File: config.mk
export PLATFORM = sky130hd
export DESIGN_NAME = gray_ptr_gen
export DESIGN_NICKNAME = d
export VERILOG_FILES = /design/src/rtl/gray_ptr_gen.sv
export SDC_FILE = /design/constraint.sdc
export NUM_CORES = 1
export LEC_CHECK = 0
export ABC_AREA = 1
export CORE_AREA = 3 3 40 42
export DETAILED_ROUTE_END_ITERATION = 10
export DIE_AREA = 0 0 43 45
export GPL_ROUTABILITY_DRIVEN = 1
export PLACE_DENSITY = 0.79
export SLEW_MARGIN = 20
export SYNTH_ARGS = -nofsm -noshare
export SYNTH_HDL_FRONTEND = slang
export SYNTH_SLANG_ARGS = --single-unit
File: constraint.sdc
create_clock -name clk -period 3.9 [get_ports clk]
set_input_delay 0.39 -clock clk [delete_from_list [all_inputs] [get_ports clk]]
set_output_delay 0.39 -clock clk [all_outputs]
set_load 0.01 [all_outputs]
File: src/rtl/gray_ptr_gen.sv
// Up/down binary pointer with a separately registered Gray copy for clock-domain crossing.
// gray is its own flop so the crossing bus never carries combinational glitches.
module gray_ptr_gen #(
    parameter int WIDTH = 4
) (
    input  logic             clk,
    input  logic             rst_n,
    input  logic             en,
    input  logic             up,
    input  logic             load,
    input  logic [WIDTH-1:0] load_bin,
    output logic [WIDTH-1:0] bin,
    output logic [WIDTH-1:0] gray,
    output logic [WIDTH-1:0] gray_next,
    output logic             wrap
);

    localparam logic [WIDTH-1:0] BIN_ONE = WIDTH'(1);
    localparam logic [WIDTH-1:0] BIN_MAX = '1;

    logic [WIDTH-1:0] bin_n;
    logic [WIDTH-1:0] gray_n;
    logic             wrap_n;

    // Load wins over stepping and never reports a wrap.
    always_comb begin
        bin_n  = bin;
        wrap_n = 1'b0;
        if (load) begin
            bin_n = load_bin;
        end else if (en) begin
            if (up) begin
                bin_n  = bin + BIN_ONE;
                wrap_n = (bin == BIN_MAX);
            end else begin
                bin_n  = bin - BIN_ONE;
                wrap_n = (bin == '0);
            end
        end
    end

    always_comb begin
        gray_n = bin_n ^ (bin_n >> 1);
    end

    assign gray_next = gray_n;

    always_ff @(posedge clk or negedge rst_n) begin
        if (!rst_n) begin
            bin  <= '0;
            gray <= '0;
            wrap <= 1'b0;
        end else begin
            bin  <= bin_n;
            gray <= gray_n;
            wrap <= wrap_n;
        end
    end

endmodule

==> summary.txt <==
Timing
  • Relative slew slack: 75.3%
  • RSZ-0062 raised after global routing: no
  • FMAX: 333 MHz
  • Final worst path period need: 3000 ps
  • Setup Skew: 6.16 ps
  • Final hold violations: 0
  • Max-slew violations: 0
  • Fin crit share: 77.0%
  • Setup TNS: 0 ps
  • Worst hold slack: 409 ps
  • Worst Max-Slew Pin Slew: 369 ps
  • Final setup vio count: 0

Setup path
  • CP endpoint kind: output pin
  • Slowest Stage Delay on Critical Path: 560 ps
  • Crit path top cell by count: nand2_1
  • Crit path cell chain: clkdlybuf4s50_1, inv_2, fa_1, nand2_1, nand2_1, nand2_1, o21a_2, xor2_1, clkdlybuf4s50_1
  • Number of cells on the worst reg-to-reg path: 6
  • CP Launch Type: primary input
  • Reg2Reg Launch Point: bin[0]$_DFF_PN0_
  • Crit Reg-Reg Endpoint: gray[1]$_DFF_PN0_
  • Cell with the largest stage delay on the worst path: clkdlybuf4s50_1
  • R2R Setup Slk: 2300 ps
  • Setup CP Type: primary input to output pin
  • Crit Path Max Fanout: 5
  • Worst EP arrival: 2610 ps
  • CP Data Required Time: 3510 ps

Detailed routing
  • TritonRoute pass-1 iters: 4
  • Vias: 478
  • Drc violations: 0
  • Aggregate routed wire length: 1130 um
  • Via density per instance: 4.88
  • Remaining antenna violation count: 0
  • DR iter-0 viols: 14
  • Drt wl/cell: 11.5 um

Placed design
  • GP Congestion: 0.774
  • Detailed placer's ending HPWL: 941 um
  • I/O Buffers: 21

Floorplanning
  • Die height: 45 um
  • I/O pins: 22
  • DIE AREA: 1940 sq um
  • # rows: 13
  • CORE AREA: 1280 sq um
  • Initial Util: 38.3%
  • Die X: 43 um

Clock tree
  • Cell at the root of the clock tree: clkbuf_4
  • CTS clk-pin slew, worst paths: 60 ps
  • Clk buf depth: 2
  • Post-CTS sizing: 0
  • Hold-fix buffers at CTS: 0
  • CTS H-tree lvls: 1
  • Clock Latency Late Sink: 260 ps
  • Number of post-CTS setup repair buffers: 0
  • TritonCTS clock tree: yes
  • Cts bufs inserted: 3
  • Clock Sinks: 8

Final layout
  • Area grow syn2layout: 48.1%
  • Multi-input logic area: 239 sq um
  • Flip-flop and latch area: 200 sq um
  • Layout cells sized above 1: 13.3%
  • Number of fill cells: 123
  • Ant diodes: 0
  • Final nets: 97

GRT
  • First-pass GRT wire length: 1980 um
  • Total track usage: 14.4%
  • Initial antenna violation count: 0
  • GRT overflow: 0
  • Vias in the first global route: 496
  • Pin count of the biggest net entering global routing: 9

Power and ir drop
  • Clk network pwr share: 22.3%
  • Logic pwr share: 40.9%
  • P_sw: 93.8 uW
  • Flop pwr share: 36.8%
  • Int Pwr: 197 uW
  • Switching part of the total: 32.3%
  • PD cells: 399 nW/um^2
  • Leakage: 0.000350 uW
  • Max VDD drop: 0.000246 V

Logic synthesis
  • Cells after Synth: 61
  • Avg Synthesized Cell Area: 8.06 sq um
  • Post-Syn Area: 492 sq um
  • Seq cells post-synth: 8
  • Yosys warning total: 0
  • Netlist cell types: 20
  • Seq/Total Area, Yosys: 40.7%
  • Syn_nets: 73

Job
  • Max-cap violations: 0

Outcome
  • Outcome: finished clean

Worst hold path
  • Hold WC Path Type: primary input to async pin
how the worst max path moves through the flow:
stage | slack, ps | from | cells after the start | endpoint
global placement | 920 | up | 9 | gray_next[1]
detailed placement | 890 | up | 9 | gray_next[1]
global route | 760 | up | 9 | gray_next[1]
floorplan | 2010 | bin[0]$_DFF_PN0_ | 6 | gray_next[1]
CTS | 880 | up | 9 | gray_next[1]
finish | 900 | up | 9 | gray_next[1]
stage by stage:
stage	util [%]	total power [uW]	setup WS [ps]	instances	area, sq um
global placement	54.9	226	916	95	706
finish	56.7	291	895	98	728
global route	56.7	314	759	98	728
detailed placement	54.9	229	895	95	706
floorplan	-	166	2010	61	492
CTS	56.7	295	876	98	728
critical path: cells and delay by family:
kind                     cells  cell delay, ps
buffers and inverters        3            1190
adder cells (fa/ha/maj)      1             540
AND/OR/NAND/NOR              3             180
XOR/XNOR                     1             180
AO/OA/AOI/OAI                1             140
state kept, by name, indices dropped and copies added (netlist names):
signal  cells
bin         4
gray        3
wrap        1
cells in the final DEF, fill, tap and decap left out:
| cell type | n |
|---|---|
| or2_1 | 1 |
| a41oi_1 | 1 |
| or2_2 | 1 |
| o21ai_1 | 2 |
| clkdlybuf4s50_1 | 21 |
| clkbuf_4 | 3 |
| xnor2_1 | 1 |
| a21oi_1 | 3 |
| nor3_1 | 2 |
| o21ai_2 | 1 |
| fa_1 | 1 |
| inv_2 | 5 |
| ha_1 | 2 |
| inv_1 | 5 |
| dfrtp_1 | 8 |
| nand3_1 | 3 |
| o211ai_1 | 1 |
| nand2_1 | 17 |
| nor2_1 | 2 |
| xor2_1 | 2 |
| o21a_2 | 1 |
final cells by class:
type | instances | area share (%)
Multi-Input combinational cell | 41 | 32.8
Timing Repair Buffer | 21 | 28.9
Sequential cell | 8 | 27.5
Inverter | 10 | 5.15
Clock buffer | 3 | 3.09
Tap cell | 15 | 2.58
synth_stat cells:
| master | n | area (sq um) |
|---|---|---|
| dfrtp_1 | 8 | 200 |
| a21oi_1 | 3 | 15.0 |
| o211ai_1 | 1 | 7.51 |
| nor3_1 | 2 | 10.0 |
| or2_1 | 1 | 6.26 |
| inv_2 | 5 | 18.8 |
| xnor2_1 | 1 | 8.76 |
| nand3_1 | 3 | 15.0 |
| fa_1 | 1 | 20.0 |
| o21ai_1 | 2 | 10.0 |
| a41oi_1 | 1 | 8.76 |
| o21ai_2 | 1 | 8.76 |
| nand2_1 | 17 | 63.8 |
| nor2_1 | 2 | 7.51 |
| buf_4 | 2 | 15.0 |
| inv_1 | 5 | 18.8 |
| xor2_1 | 2 | 17.5 |
| ha_1 | 2 | 25.0 |
| o21a_2 | 1 | 8.76 |
| or2_2 | 1 | 6.26 |
kinds of logic after synthesis:
logic type / share of synthesized area, %
buffers and inverters: 10.7
adders and majority gates: 9.16
xor gates and xnor gates: 5.34
AOI/OAI and AO/OA: 12.0
DFF: 40.7
and+or+nand+nor: 22.1
power by group through the flow:
stage / Clock (uW) / Sequential, uW / Combinational (uW)
after global placement: 0 / 108 / 118
after global routing: 73.1 / 109 / 132
final: 64.8 / 107 / 119
after CTS: 66.9 / 107 / 121
after detailed placement: 0 / 109 / 120
after floorplan: 0 / 113 / 52.3
layer usage:
layer	global-route usage (%)	vias to the layer above	part of all wire, %
li1	-	237	-
met1	16.1	212	35
met2	21.6	23	51
met3	6.77	6	11
met4	10.2	0	3.2
met5	0	-	0
No activity file was read; power rests on OpenSTA's default activity.
